## src/rtl/dmem_ctrl_if.sv

```systemverilog
// Datapath-to-memory bus bundle for dmem_ctrl.
// slave  : the controller's view (requests and memory responses come in).
// master : the environment's view (datapath plus memory model).
interface dmem_ctrl_if;
    // datapath side
    logic        req_valid;
    logic        req_we;
    logic [1:0]  req_size;
    logic        req_signed;
    logic [31:0] addr;
    logic [31:0] wdata;
    logic [31:0] rdata;
    logic        stall;
    logic        err;
    // memory side
    logic        mem_en;
    logic        mem_we;
    logic [3:0]  mem_be;
    logic [29:0] mem_addr;
    logic [31:0] mem_wdata;
    logic [31:0] mem_rdata;
    logic        mem_ready;

    modport slave (
        input  req_valid, req_we, req_size, req_signed, addr, wdata,
        input  mem_rdata, mem_ready,
        output rdata, stall, err,
        output mem_en, mem_we, mem_be, mem_addr, mem_wdata
    );

    modport master (
        output req_valid, req_we, req_size, req_signed, addr, wdata,
        output mem_rdata, mem_ready,
        input  rdata, stall, err,
        input  mem_en, mem_we, mem_be, mem_addr, mem_wdata
    );
endinterface

```

## src/rtl/dmem_ctrl.sv

```systemverilog
// Data-memory access controller: aligns loads/stores onto a 32-bit word
// memory, extends load data, stalls the datapath while the access is in
// flight and aborts with an error if the memory never answers.
//
// state    | meaning
// ---------+-------------------------------------------------------------
// S_IDLE   | waiting for a request; illegal requests raise err here
// S_ACCESS | memory strobe held, waiting for mem_ready or timeout
// S_DONE   | one unstalled cycle so the datapath retires the instruction
//
// err is a registered pulse: it shows the cycle after an illegal request
// is presented, and during S_DONE after a timeout.
module dmem_ctrl #(
    parameter int TIMEOUT = 15
) (
    input  logic        i_clk,
    input  logic        i_rst,
    dmem_ctrl_if.slave  bus
);

    localparam int CW = $clog2(TIMEOUT + 1);

    typedef enum logic [1:0] {
        S_IDLE   = 2'd0,
        S_ACCESS = 2'd1,
        S_DONE   = 2'd2
    } state_t;

    state_t      r_state;
    state_t      w_state_nxt;

    logic        r_we;
    logic [1:0]  r_size;
    logic        r_signed;
    logic [31:0] r_addr;
    logic [31:0] r_wdata;
    logic [CW-1:0] r_cnt;
    logic [31:0] r_rdata;
    logic        r_err;

    logic        w_legal;
    logic        w_req_ok;
    logic        w_req_bad;
    logic        w_in_access;
    logic        w_timeout;
    logic        w_stall;
    logic        w_mem_en;
    logic [3:0]  w_be;
    logic [31:0] w_wdata_rep;
    logic [31:0] w_lane;
    logic [31:0] w_load_ext;

    // Alignment check on the incoming request.
    always_comb begin
        w_legal = 1'b0;
        case (bus.req_size)
            2'b00:   w_legal = 1'b1;
            2'b01:   w_legal = ~bus.addr[0];
            2'b10:   w_legal = (bus.addr[1:0] == 2'b00);
            default: w_legal = 1'b0;
        endcase
    end

    assign w_in_access = (r_state == S_ACCESS);
    assign w_req_ok    = (r_state == S_IDLE) & bus.req_valid & w_legal;
    assign w_req_bad   = (r_state == S_IDLE) & bus.req_valid & ~w_legal;
    // mem_ready on the last allowed cycle still completes the access.
    assign w_timeout   = w_in_access & ~bus.mem_ready & (r_cnt == CW'(TIMEOUT - 1));

    // State register.
    always_ff @(posedge i_clk or posedge i_rst) begin
        if (i_rst) r_state <= S_IDLE;
        else       r_state <= w_state_nxt;
    end

    // Next-state and strobe decode.
    always_comb begin
        w_state_nxt = r_state;
        w_stall     = 1'b0;
        w_mem_en    = 1'b0;
        case (r_state)
            S_IDLE: begin
                if (w_req_ok) begin
                    w_stall     = 1'b1;
                    w_state_nxt = S_ACCESS;
                end
            end
            S_ACCESS: begin
                w_stall  = 1'b1;
                w_mem_en = 1'b1;
                if (bus.mem_ready || w_timeout) w_state_nxt = S_DONE;
            end
            S_DONE: begin
                w_state_nxt = S_IDLE;
            end
            default: begin
                w_state_nxt = S_IDLE;
            end
        endcase
    end

    // Capture the request so the memory-side outputs stay stable during ACCESS.
    always_ff @(posedge i_clk or posedge i_rst) begin
        if (i_rst) begin
            r_we     <= 1'b0;
            r_size   <= 2'b00;
            r_signed <= 1'b0;
            r_addr   <= 32'h0;
            r_wdata  <= 32'h0;
        end else if (w_req_ok) begin
            r_we     <= bus.req_we;
            r_size   <= bus.req_size;
            r_signed <= bus.req_signed;
            r_addr   <= bus.addr;
            r_wdata  <= bus.wdata;
        end
    end

    // Wait counter: cleared on ACCESS entry, counts cycles without mem_ready.
    always_ff @(posedge i_clk or posedge i_rst) begin
        if (i_rst)                           r_cnt <= '0;
        else if (w_req_ok)                   r_cnt <= '0;
        else if (w_in_access && !bus.mem_ready) r_cnt <= r_cnt + CW'(1);
    end

    // Byte-lane enables and lane-replicated store data.
    always_comb begin
        w_be        = 4'b1111;
        w_wdata_rep = r_wdata;
        case (r_size)
            2'b00: begin
                w_be        = 4'b0001 << r_addr[1:0];
                w_wdata_rep = {4{r_wdata[7:0]}};
            end
            2'b01: begin
                w_be        = 4'b0011 << r_addr[1:0];
                w_wdata_rep = {2{r_wdata[15:0]}};
            end
            default: begin
                w_be        = 4'b1111;
                w_wdata_rep = r_wdata;
            end
        endcase
    end

    // Select the addressed lane and extend it.
    always_comb begin
        w_lane     = bus.mem_rdata >> {r_addr[1:0], 3'b000};
        w_load_ext = w_lane;
        case (r_size)
            2'b00:   w_load_ext = {{24{r_signed & w_lane[7]}},  w_lane[7:0]};
            2'b01:   w_load_ext = {{16{r_signed & w_lane[15]}}, w_lane[15:0]};
            default: w_load_ext = w_lane;
        endcase
    end

    // Load result register; a timeout forces zero.
    always_ff @(posedge i_clk or posedge i_rst) begin
        if (i_rst)                                    r_rdata <= 32'h0;
        else if (w_in_access && bus.mem_ready && !r_we) r_rdata <= w_load_ext;
        else if (w_timeout)                           r_rdata <= 32'h0;
    end

    // Error pulse for illegal requests and timeouts.
    always_ff @(posedge i_clk or posedge i_rst) begin
        if (i_rst) r_err <= 1'b0;
        else       r_err <= w_req_bad | w_timeout;
    end

    assign bus.rdata     = r_rdata;
    assign bus.err       = r_err;
    assign bus.stall     = w_stall;
    assign bus.mem_en    = w_mem_en;
    assign bus.mem_we    = w_in_access & r_we;
    assign bus.mem_be    = w_in_access ? w_be : 4'b0000;
    assign bus.mem_addr  = r_addr[31:2];
    assign bus.mem_wdata = w_wdata_rep;

endmodule

```

## src/flat_wrapper.sv

```systemverilog
// flat-port wrapper written by rule: the top's interface ports become plain ports
module dmem_ctrl_flat 
#(
    parameter int TIMEOUT = 15
)
  (i_clk, i_rst, bus_req_valid, bus_req_we, bus_req_size, bus_req_signed, bus_addr, bus_wdata, bus_mem_rdata, bus_mem_ready, bus_rdata, bus_stall, bus_err, bus_mem_en, bus_mem_we, bus_mem_be, bus_mem_addr, bus_mem_wdata);
  dmem_ctrl_if bus_i ();
  input  logic i_clk;
  input  logic i_rst;
  input wire logic [$bits(bus_i.req_valid)-1:0] bus_req_valid;
  input wire logic [$bits(bus_i.req_we)-1:0] bus_req_we;
  input wire logic [$bits(bus_i.req_size)-1:0] bus_req_size;
  input wire logic [$bits(bus_i.req_signed)-1:0] bus_req_signed;
  input wire logic [$bits(bus_i.addr)-1:0] bus_addr;
  input wire logic [$bits(bus_i.wdata)-1:0] bus_wdata;
  input wire logic [$bits(bus_i.mem_rdata)-1:0] bus_mem_rdata;
  input wire logic [$bits(bus_i.mem_ready)-1:0] bus_mem_ready;
  output wire logic [$bits(bus_i.rdata)-1:0] bus_rdata;
  output wire logic [$bits(bus_i.stall)-1:0] bus_stall;
  output wire logic [$bits(bus_i.err)-1:0] bus_err;
  output wire logic [$bits(bus_i.mem_en)-1:0] bus_mem_en;
  output wire logic [$bits(bus_i.mem_we)-1:0] bus_mem_we;
  output wire logic [$bits(bus_i.mem_be)-1:0] bus_mem_be;
  output wire logic [$bits(bus_i.mem_addr)-1:0] bus_mem_addr;
  output wire logic [$bits(bus_i.mem_wdata)-1:0] bus_mem_wdata;
  assign bus_i.req_valid = bus_req_valid;
  assign bus_i.req_we = bus_req_we;
  assign bus_i.req_size = bus_req_size;
  assign bus_i.req_signed = bus_req_signed;
  assign bus_i.addr = bus_addr;
  assign bus_i.wdata = bus_wdata;
  assign bus_i.mem_rdata = bus_mem_rdata;
  assign bus_i.mem_ready = bus_mem_ready;
  assign bus_rdata = bus_i.rdata;
  assign bus_stall = bus_i.stall;
  assign bus_err = bus_i.err;
  assign bus_mem_en = bus_i.mem_en;
  assign bus_mem_we = bus_i.mem_we;
  assign bus_mem_be = bus_i.mem_be;
  assign bus_mem_addr = bus_i.mem_addr;
  assign bus_mem_wdata = bus_i.mem_wdata;
  dmem_ctrl #(.TIMEOUT(TIMEOUT)) u_core (.i_clk(i_clk), .i_rst(i_rst), .bus(bus_i));
endmodule
```

## config.mk

```make
export PLATFORM = sky130hd
export DESIGN_NAME = dmem_ctrl_flat
export DESIGN_NICKNAME = d
export VERILOG_FILES = /design/src/rtl/dmem_ctrl_if.sv /design/src/rtl/dmem_ctrl.sv /design/src/flat_wrapper.sv
export SDC_FILE = /design/constraint.sdc
export NUM_CORES = 1
export LEC_CHECK = 0
export CELL_PAD_IN_SITES_DETAIL_PLACEMENT = 1
export CELL_PAD_IN_SITES_GLOBAL_PLACEMENT = 2
export CORE_ASPECT_RATIO = 1.4
export CORE_MARGIN = 4
export CORE_UTILIZATION = 30
export CTS_CLUSTER_SIZE = 20
export DETAILED_ROUTE_END_ITERATION = 8
export GPL_TIMING_DRIVEN = 0
export PLACE_DENSITY = 0.95
export SETUP_SLACK_MARGIN = 0.3
export SLEW_MARGIN = 20
export SYNTH_ARGS = -nofsm -noshare
export SYNTH_HDL_FRONTEND = slang
export SYNTH_SLANG_ARGS = --single-unit
```

## constraint.sdc

```tcl
create_clock -name i_clk -period 10.7 [get_ports i_clk]
set_input_delay 3.21 -clock i_clk [delete_from_list [all_inputs] [get_ports i_clk]]
set_output_delay 3.21 -clock i_clk [all_outputs]
set_load 0.005 [all_outputs]
```

After elaboration in Yosys (flattened, before gate mapping)

Index checks and enable logic that the tools add are counted.

Add/sub/neg operators: 1
Eq/ne operators: 7
Shift operators: 3
Multiplexer cells: 15
Bitwise operators: 12
Reduce and logical (&&, ||, !) cells: 13

Operators with widths:

| operator                                         | count |
|---|---|
| case mux 32 bit (2 select lines)                 | 2 |
| two-way mux 32 bit                               | 2 |
| >> shifter 32 x 5 -> 32 bit                      | 1 |
| two-way mux 4 bit                                | 3 |
| bitwise AND 1 bit                                | 8 |
| logical NOT 2 bit                                | 4 |
| case mux 4 bit (2 select lines)                  | 1 |
| == test 2 x 1 -> 1 bit (second input constant)   | 3 |
| adder 4 x 1 -> 4 bit (second input constant)     | 1 |
| == test 4 bit (second input constant)            | 1 |
| two-way mux 2 bit                                | 2 |
| case mux 2 bit (2 select lines)                  | 1 |
| nonzero test 2 bit                               | 2 |
| left shift 1 x 2 -> 4 bit (first input constant) | 1 |
| left shift 2 x 2 -> 4 bit (first input constant) | 1 |
| logical AND 1 bit                                | 3 |
| NOT 1 bit                                        | 3 |
| case mux 1 bit (3 select lines)                  | 1 |
| == test 2 bit (second input constant)            | 1 |
| logical NOT 1 bit                                | 2 |
| two-way mux 1 bit                                | 2 |
| != test 2 x 1 -> 1 bit (second input constant)   | 1 |
| != test 2 bit (second input constant)            | 1 |
| case mux 1 bit (2 select lines)                  | 1 |
| 3 further kinds                                  | 3 |

Register bits: 107
Input port bits: 104
Output and inout port bits: 102
Logic and storage cells: 60

Depth between registers and ports, before layout

Gate-level depths: netlist (run 1).

Word-level depth: 6
Depth in mapped cells: 7
Gate-level depth less buffers: 6

Least setup slack after synthesis (run 1)

OpenSTA, ideal clock, no wires.

Path type: input-to-output
Start: input bus_addr[0]
End: output bus_stall
Data arrival time: 3.783 ns
Data required time: 7.490 ns
Slack: 3.707 ns
Stages: 4
Cell sequence: o21a_1 o22ai_1 a21oi_1 nor2_1

Word-level cells in the longest chain between the ends: 5
Elaborated cells between the ends (all ways): 6

Ends and longest elaborated chain:

| element                                        | line                             | text |
|---|---|---|
| start: declaration                             | flat_wrapper.sv:14               | `input wire logic [$bits(bus_i.addr)-1:0] bus_addr;` |
| logical NOT 2 bit or NOT 1 bit (tied branches) | dmem_ctrl.sv:59, dmem_ctrl.sv:58 |  |
| case mux 1 bit (3 select lines) *              | dmem_ctrl.sv:56                  | `case (bus.req_size)` |
| bitwise AND 1 bit *                            | dmem_ctrl.sv:65                  | `assign w_req_ok = (r_state == S_IDLE) & bus.req_valid & w_legal;` |
| two-way mux 1 bit *                            | dmem_ctrl.sv:83                  | `if (w_req_ok) begin` |
| case mux 1 bit (2 select lines) *              | dmem_ctrl.sv:81                  | `case (r_state)` |
| end: declaration                               | flat_wrapper.sv:19               | `output wire logic [$bits(bus_i.stall)-1:0] bus_stall;` |

Mark *: on every way between the ends. The rest lies on a longest branch, timed or not.

Worst setup path in the final report (run 1)

Same ends and word-level chain as after synthesis.

==> reports/qor.yml, run 1 <==
p_leak_nw: 3.40
clock_skew_ns: 0.00861
root_buffer: "clkbuf_16"
track_usage_pct: 17.6
finalSetupViolCount: 0
worstMarginPinSlew_ns: 0.724
max_cap_viol_count: 0
hp-class: "reg2reg"
synth_largest_area_cell: "dfrtp_1"
die_w_um: 121
synth-async-reset-ratio_pct: 100
r2r-start: "u_core.r_cnt[0]"
synth_compound_area_share_pct: 9.37
cp_max_fo: 4
clock-sinks: 107
ir_drop_mv: 0.110
post-route-period-util_pct: 75.6
synth.most_common_cell: "dfrtp_1"
synth_top_cell_area_share_pct: 49.5
dp.cells: 890
grt_max_degree: 56
diodes: 0
synth-simple-area-share_pct: 6.82
finalNetCount: 771
setup_tns_ns: 0
synth_flop_cell: "dfrtp_1"
place_congestion: 0.858
avgViaCountPerCell: 4.75
reg2regPathDepth: 7
io_pins: 206
tritoncts: "built"
rsz0062_at_grt: "no"
start_util_pct: 30.8
final_hold_viol_count: 0
core_area_um2: 17500
netlist_area_um2: 5410
synth-seq-cells: 107
synth_nets: 554
cts_buffers: 9
synth.mux.area_fraction_pct: 24.4
post-route-min-period_ns: 8.09
yosysWarnings: 0
drv_slew: 0
synthDistinctLibCells: 38
critical_path_class: "in2out"
grt_pass1_wl_um: 27800
clockBufferDepth: 2
ant_nets: 0
syn_avg_cell_area_um2: 12.1
die_area_um2: 20300
arrival_ns: 4.88
synthAdderAreaFrac_pct: 0.463
synth_area_leaders: "dfrtp_1 49%, mux2_1 17%, buf_4 6.5%"
critPathLaunch: "bus_addr[0]"
r2r_slack_ns: 8.70
r2r_end: "u_core.bus.rdata[2]"
whs_ns: 0.484
cts_setup_buffers: 0
drtPass1Iterations: 4
synth_common_cells: "107 x dfrtp_1, 80 x mux2_1, 47 x buf_4, 27 x nand2_1, 25 x o21ai_1"
avgRoutedWirePerCell_um: 19.4
drive_gt1_share_pct: 14.1
synth-xor-area-share_pct: 0.648
power_w: 0.00185
hold-path-endpoint: "u_core.r_wdata[20]"
drtIter0Drc: 194
finalWirelength_um: 17600
holdCritStartpoint: "u_core.r_wdata[20]"
htree_levels: 3
fmax_mhz: 124
clock_latency_ns: 0.35
postSynthCellCount: 448
final.fill_count: 1901
crit_required_ns: 7.49
cts_resized: 0
port_buffers: 205
cp-end-kind: "output pin"
antenna_found_initial: 0
die_h_um: 167
area_growth_syn_to_layout_pct: 49.5
slew_headroom_pct: 51.7
grt_pass1_vias: 5110
seq_area_frac_synth_pct: 49.5
worst_setup_path_start_kind: "primary input"
whs_path_depth: 1
num_rows: 57
stdcell_count: 905
grt.overflow.total: 0
synth_top_family_by_area: "multiplexers"
status: "finished clean"
synth_edf_count: 0
ctsHoldBuffers: 0
place_hpwl_um: 14000
clkTransAtPathRegs_ns: 0.07
drcViolationCount: 0
vias: 4302
p_per_area_nw_per_um2: 229
-- through the flow --
step / instance area, µm² / worst slack, ns / util (%)
after floorplan: 5410 / 3.71 / -
after global placement: 7760 / 2.61 / 44.2
after detailed placement: 7790 / 2.61 / 44.4
after CTS: 8090 / 2.60 / 46.1
after global routing: 8090 / 2.46 / 46.1
final: 8090 / 2.61 / 46.1
-- sequential cells by signal, indices dropped and copies added (netlist names) --
signal,cells
u_core.r_we,1
u_core.r_wdata,32
u_core.bus.rdata,32
u_core.r_signed,1
u_core.r_addr,32
u_core.r_size,2
u_core.r_state,2
u_core.r_cnt,4
u_core.bus.err,1
-- area by class of cell --
cell class | count | area [µm²] | area share [%]
tap | 236 | 295 | 3.65
timing repair buffer | 206 | 2080 | 25.7
buffer | 68 | 455 | 5.63
sequential | 107 | 2680 | 33.1
clock inverter | 6 | 72.6 | 0.897
clock buffer | 9 | 225 | 2.78
multi-input combinational | 268 | 2260 | 27.9
inverter | 5 | 23.8 | 0.294
-- worst max-delay path, stage by stage --
cell	delay (ns)
clkdlybuf4s50_1	0.46
o21a_1	0.20
o22ai_1	0.27
a21oi_1	0.12
nor2_1	0.11
clkdlybuf4s50_1	0.51
-- how the worst max path moves through the flow --
stage                            to  slack (ns)
after floorplan           bus_stall        3.71
after global placement    bus_stall        2.61
after detailed placement  bus_stall        2.61
after CTS                 bus_stall        2.60
after global routing      bus_stall        2.46
final                     bus_stall        2.61
-- kinds of logic (layout without fill, tap and decap cells) --
group,after synthesis,after routing
mux,119,119
flops,107,107
compound gates,75,75
simple gates,68,68
buf+inv,73,294
fa+ha+maj,2,2
xor+xnor,4,4
-- where the power goes --
| part | internal, W | switching [W] |
|---|---|---|
| logic | 0.000534 | 0.000326 |
| registers | 0.000549 | 0.000105 |
| clock network | 0.000183 | 0.000158 |
| total | 0.00127 | 0.000589 |
-- cells in the final DEF (no fill, tap or decap), types with 5 or more instances in the layout --
master           synthesis  routed
a21oi_1                 17      17
a221o_1                 16      16
buf_2                    7       7
buf_4                   47      47
clkbuf_1                11      11
clkbuf_16                0       9
clkdlybuf4s50_1          0     205
dfrtp_1                107     107
mux2_1                  80      80
mux2_2                  15      15
mux2i_1                 23      23
nand2_1                 27      27
nand3b_1                 7       7
nor2_1                  17      17
nor2b_1                  5       5
o21a_1                   5       5
o21ai_0                  7       7
o21ai_1                 25      25
-- metal layers --
metal / track usage, % / wire length, µm
met1: 19.0 / 6510
met5: 0 / 0
met4: 6.00 / 434
met2: 32.3 / 9490
met3: 4.88 / 1130
(Power assumes the default switching activity.)
==> run 2: changes to the inputs <==
CORE_UTILIZATION = 28   (was 30)
PLACE_DENSITY = 0.93   (was 0.95)
clock period = 7.9 ns   (was 10.7 ns; I/O delays follow)
==> reports/qor.yml, run 2 (synthesis results as in run 1) <==
status: "finished clean"
cts_buffers: 9  # unchanged
crit_top_cell: "clkdlybuf4s50_1"
worstSetupEndpoint: "bus_stall"
hp-class: "reg2reg"
htree_levels: 3  # unchanged
avgViaCountPerCell: 4.69  # -1.2%
max_cap_viol_count: 0  # unchanged
critPathMaxStageDelay_ns: 0.51  # about the same
core_area_um2: 18800  # +7.3%
combPwrFrac_pct: 46.6  # +0.2 points
dp.cells: 898  # +0.90%
grt_pass1_vias: 5022  # -1.7%
reg2regPathDepth: 7  # unchanged
cts_resized: 0  # unchanged
preCtsSetupSlack_ns: 1.46  # -1.15 ns
start_util_pct: 28.7  # -2.1 points
diodes: 0  # unchanged
final_common_cell: "clkdlybuf4s50_1"
root_buffer: "clkbuf_16"
post-route-period-util_pct: 81.4
p_sw_w: 0.000786  # +33%
antenna_found_initial: 0  # unchanged
avgRoutedWirePerCell_um: 19.2  # -1.2%
pwr-share-seq_pct: 35.5  # +0.3 points
drtPass1Iterations: 4  # unchanged
vias: 4291  # -0.26%
worstMarginPinSlew_ns: 0.755  # +0.0314 ns
slew_headroom_pct: 49.7  # -2.1 points
ctsHoldBuffers: 0  # unchanged
r2r_end: "u_core.bus.rdata[9]"
place_hpwl_um: 13900  # -0.55%
finalWirelength_um: 17500  # -0.20%
drive_gt1_share_pct: 14.2  # +0.13 points
clock_skew_ns: 0.00902  # +0.000413 ns
clkTransAtPathRegs_ns: 0.07  # about the same
drcViolationCount: 0  # unchanged
final_cell_mix: "205 x clkdlybuf4s50_1, 107 x dfrtp_1, 80 x mux2_1, 47 x buf_4, 27 x nand2_1"
ir_drop_mv: 0.133  # +22%
stdcell_count: 914  # +0.99%
ant_nets: 0  # unchanged
r2r_slack_ns: 5.88  # -2.82 ns
setup_tns_ns: 0  # unchanged
cts_setup_buffers: 0  # unchanged
grt_pass1_wl_um: 27900  # +0.42%
num_rows: 59  # +3.5%
grt_max_degree: 56  # unchanged
worst_setup_path_start_kind: "primary input"
cp_cell_sequence: "clkdlybuf4s50_1 > o21a_1 > o22ai_1 > a21oi_1 > nor2_1 > clkdlybuf4s50_1"
drv_slew: 0  # unchanged
final_util_pct: 43.0  # -3.1 points
clock_latency_ns: 0.35  # about the same
p_sw_share_pct: 31.6  # -0.12 points
cp-end-kind: "output pin"
arrival_ns: 4.06  # -0.82 ns
place_congestion: 0.859  # about the same
drtIter0Drc: 176  # -9.3%
io_pins: 206  # unchanged
port_buffers: 205  # unchanged
die_w_um: 125  # +3.3%
finalNetCount: 771  # unchanged
final_hold_viol_count: 0  # unchanged
p_per_area_nw_per_um2: 307  # +34%
area_growth_syn_to_layout_pct: 49.5  # about the same
die_h_um: 172  # +3.3%
internal-power_w: 0.00170  # +34%
whs_ns: 0.485  # +0.000482 ns
crit_required_ns: 5.53  # -1.96 ns
p_leak_nw: 3.39  # -0.24%
post-route-min-period_ns: 6.43
fmax_mhz: 156
clock-sinks: 107  # unchanged
track_usage_pct: 16.5  # -1.1 points
tritoncts: "built"
critPathLaunch: "bus_addr[0]"
critical_path_class: "in2out"
clkPwrFrac_pct: 17.9  # -0.5 points
cp_slowest_cell: "clkdlybuf4s50_1"
rsz0062_at_grt: "no"
grt.overflow.total: 0  # unchanged
cp_max_fo: 4  # unchanged
final.fill_count: 2035  # +7.0%
fin_ws_ns: 1.47  # -1.14 ns
finalSetupViolCount: 0  # unchanged
die_area_um2: 21600  # +6.7%
clockBufferDepth: 2  # unchanged
r2r-start: "u_core.r_cnt[0]"
## run 2: cell count changes in the layout (fill, tap and decap cells not counted)
cell        change
bufinv_16       -1
clkbuf_8        +2
clkinv_2        +1
clkinv_4        -2
clkinvlp_4      +2
inv_6           -1
## run 2: metrics by stage
stage / area (µm²) / power [W]
final: 8090 / 0.00248
after global routing: 8090 / 0.00266
after CTS: 8090 / 0.00254
after detailed placement: 7800 / 0.00207
after global placement: 7770 / 0.00203
after floorplan: 5410 / 0.00140
## run 2: layout make-up
type	count	area, µm²	share of cell area, %
clock inverters	5	36.3	0.449
inverters	5	23.8	0.294
multi-input cells	268	2260	27.9
well taps	244	305	3.77
clock buffers	11	253	3.12
plain buffers	68	455	5.63
repair buffers	206	2080	25.7
flip-flops and latches	107	2680	33.1
## run 2: worst max-delay path, delay by kind of cell
family | cells | cell delay [ns]
AOI/OAI and AO/OA | 3 | 0.58
buffers and inverters | 2 | 0.99
and+or+nand+nor | 1 | 0.11
## run 2: worst min path at each step
stage	start	end	slack, ns	depth (start not counted)
after floorplan	u_core.r_wdata[16]	u_core.r_wdata[16]	0.45	1
after global placement	u_core.r_wdata[23]	u_core.r_wdata[23]	0.46	1
after detailed placement	u_core.r_wdata[21]	u_core.r_wdata[21]	0.47	1
after CTS	u_core.r_wdata[21]	u_core.r_wdata[21]	0.49	1
after global routing	u_core.r_addr[7]	u_core.r_addr[7]	0.50	1
final	u_core.r_wdata[19]	u_core.r_wdata[19]	0.48	1
## run 2: power by group through the flow
stage | Sequential [W] | Clock, W | Combinational (W)
2_1_floorplan | 0.000854 | 0 | 0.000549
3_3_place_gp | 0.000881 | 0 | 0.00115
3_5_place_dp | 0.000897 | 0 | 0.00118
4_1_cts | 0.000886 | 0.000462 | 0.00119
5_1_grt | 0.000911 | 0.000482 | 0.00127
6_report | 0.000883 | 0.000444 | 0.00116
## run 2: routing by layer
layer / wire length (µm) / share of wire [%] / global-route usage, % / up-vias
li1: - / - / - / 1991
met5: 0 / 0 / 0 / -
met1: 6880 / 39 / 18.3 / 2115
met2: 9070 / 52 / 29.9 / 162
met4: 329 / 1.9 / 5.14 / 0
met3: 1250 / 7.1 / 5.41 / 23
==> run 3: changes to the inputs <==
clock period = 6.5 ns   (was 7.9 ns; I/O delays follow)
==> results of run 3 <==
Same layout as run 2 (identical final DEF). Status: finished clean.
Main changes from that run: setup slack after placement 1.46 ns -> 0.898 ns; setup slack after layout 1.47 ns -> 0.909 ns; register-to-register setup slack 5.88 ns -> 4.48 ns; total power 0.00248 W -> 0.00302 W; worst IR drop on VDD 0.133 mV -> 0.162 mV
==> patch (config.mk and constraints of run 3) <==
`TIMEOUT` is set to 15 in 2 places; all go to 30.
--- a/src/rtl/dmem_ctrl.sv
+++ b/src/rtl/dmem_ctrl.sv
@@ -12,5 +12,5 @@
 // is presented, and during S_DONE after a timeout.
 module dmem_ctrl #(
-    parameter int TIMEOUT = 15
+    parameter int TIMEOUT = 30
 ) (
     input  logic        i_clk,
--- a/src/flat_wrapper.sv
+++ b/src/flat_wrapper.sv
@@ -2,5 +2,5 @@
 module dmem_ctrl_flat 
 #(
-    parameter int TIMEOUT = 15
+    parameter int TIMEOUT = 30
 )
   (i_clk, i_rst, bus_req_valid, bus_req_we, bus_req_size, bus_req_signed, bus_addr, bus_wdata, bus_mem_rdata, bus_mem_ready, bus_rdata, bus_stall, bus_err, bus_mem_en, bus_mem_we, bus_mem_be, bus_mem_addr, bus_mem_wdata);
Check against the original RTL: same outputs for any inputs over 10 cycles, from zero or initial values and one cycle with i_rst high; that may be too few to reach the edited logic, so the function may still have changed.
==> patch against run 3 <==
- register-to-register slack got worse by 0.05 ns
- via count rose by 0.58%
- area after synthesis rose by 0.65%
- final area rose by 0.43%
- power rose by 1.3%
- wire length rose by 2.8%
- clock skew rose by 0.0026 ns
- sequential cell count rose by 1
- count of clock-buffer cells in the layout fell by 2
- maximum frequency fell by 0.31%
- worst setup slack got worse by 0.018 ns
- critical path type unchanged
- critical endpoint unchanged
==> patch: results (changes against run 3) <==
- The run finished with clean final reports.
* Final Skew: 0.0116 ns (+0.00263 ns)
- The later-pin clock latency in the skew report came to 0.35 ns (about the same).
* Start of the worst register-to-register path: u_core.r_cnt[0]$_DFFE_PP0P_
- Post-synthesis cell count: 450 (+0.45%)
* Number of buffers added by the clock tree synthesis step: 9 (unchanged)
- Fillcell total: 2063 (+1.4%)
- Number of cells after detailed placement: 904 (+0.67%)
- RD Place Congestion: 0.832 (-3.1%)
- Number of nets produced by synthesis: 556 (+0.36%)
- The non-filler instance count after layout is 920 (+0.66%).
* Share of layout cells above drive strength 1: 26.2% (+12 points)
* Number of global-route vias before repair: 5036 (+0.28%)
* Async SR Flop Fraction: 100% (unchanged)
- In the post-synthesis netlist, the biggest area contributors are sky130_fd_sc_hd__dfrtp_1, sky130_fd_sc_hd__mux2_2, sky130_fd_sc_hd__buf_4.
* Fin Hold WS: 0.486 ns (+0.00148 ns)
- Capture instance of the worst register-to-register path: u_core.bus.rdata[29]$_DFFE_PP0P_
* Placed cell areas: 0.00784 mm2 (+0.51%)
- The depth of the worst register-to-register path was 5 (-2).
- Yosys cell types: 37 (-2.6%)
* Global-route wire length before repair: 28200 um (+0.89%)
* Terminating pin of the worst hold path: u_core.bus.rdata[0]$_DFFE_PP0P_
- Count of cells along the worst hold path: 2 (+1)
- The number of warning messages in the yosys log came to 0 (unchanged).
* Worst min-delay path startpoint: u_core.bus.rdata[0]$_DFFE_PP0P_
- Tracing the worst setup path back leads to its startpoint at bus_addr[1].
* Leakage power: 0.00338 uW (-0.34%)
- The buffer count from post-CTS setup fixing was 0 (unchanged).
* End of the critical path: bus_stall
- The commonest cells after synthesis are sky130_fd_sc_hd__dfrtp_1, sky130_fd_sc_hd__mux2_2, sky130_fd_sc_hd__buf_4.
* Max rail drop VDD: 0.000156 V (-3.9%)
- The mean routed wirelength per cell came to 19.6 um (+2.1%).
* Number of violations reported at the end of detailed-routing iteration 0: 197 (+12%)
* Overall Global Routing Usage: 16.5% (about the same)
* Max Root-Sink Buffers: 2 (unchanged)
- On the worst path, the slowest cell contributes a delay of roughly 0.50 ns.
- Top FF cell, synth: sky130_fd_sc_hd__dfrtp_1
- Post-detailed-route via-to-cell ratio: 4.69 (about the same)
- Slack of the worst reg-to-reg path: 4.43 ns (-0.05 ns)
* Total inserted antenna cells: 0 (unchanged)
- Net count reported at finish: 773 (+0.26%)
- The maximum number of pins on one net before global-route repair came to 58 (+3.6%).
- The final HPWL from detailed placement was 14200 um (+1.9%).
- The number of buffer cells added on primary ports is 205 (unchanged).
* Clock H-tree levels: 3 (unchanged)
- Tightest Pin Transition: 0.778 ns (+0.0223 ns)
* Sequential area share after synthesis: 49.6% (+0.14 points)
## patch: cell types whose count changed in the layout (fill, tap and decap cells not counted), moves of 3 or more
cell,run 3,this run
sky130_fd_sc_hd__mux2_2,15,95
sky130_fd_sc_hd__nand2_1,27,24
sky130_fd_sc_hd__o21ai_0,7,31
sky130_fd_sc_hd__o21ai_1,25,0
sky130_fd_sc_hd__a21oi_1,17,20
sky130_fd_sc_hd__mux2_1,80,0
## patch: through the flow
step | utilization, % | total power, uW | setup slack, ns
after floorplan | - | 1740 | 1.70
after global placement | 40.8 | 2500 | 0.104
after detailed placement | 41.0 | 2550 | 0.894
after CTS | 42.4 | 3120 | 0.885
after global routing | 42.4 | 3260 | 0.764
final | 42.4 | 3060 | 0.892
## patch: tightest hold or removal path, delay by kind of cell, from the launching register on
family | cells | cell delay, ns
flops | 1 | 0.34
compound gates | 1 | 0.06
simple gates | 1 | 0.05
## patch: layout make-up
cell class	count	share of cell area [%]
clock buffers	9	2.77
clock inverters	7	0.724
well taps	248	3.82
multi-input cells	270	28.0
flip-flops and latches	108	33.3
plain buffers	68	5.59
inverters	4	0.246
repair buffers	206	25.6
## patch: logic make-up (layout without fill, tap and decap cells)
kind of cell,Yosys count,count (layout),synth area share (%)
buffers and inverters,72,294,8.62
AO/OA/AOI/OAI,78,78,9.60
adder cells (fa/ha/maj),2,2,0.459
multiplexers,118,118,24.1
flip-flops,108,108,49.6
XOR/XNOR,5,5,0.804
AND/OR/NAND/NOR,67,67,6.78
## patch: where the power goes
group / internal (uW) / switching [uW] / total, uW
sequential: 910 / 172 / 1080
combinational: 913 / 523 / 1440
clock: 267 / 275 / 542
## patch: layer usage
layer	GRT usage, %	wire length (um)	share of wire, %
met5	0	0	0
met4	4.29	289	1.6
met3	4.42	1050	5.8
met2	30.9	9810	54
met1	18.1	6870	38
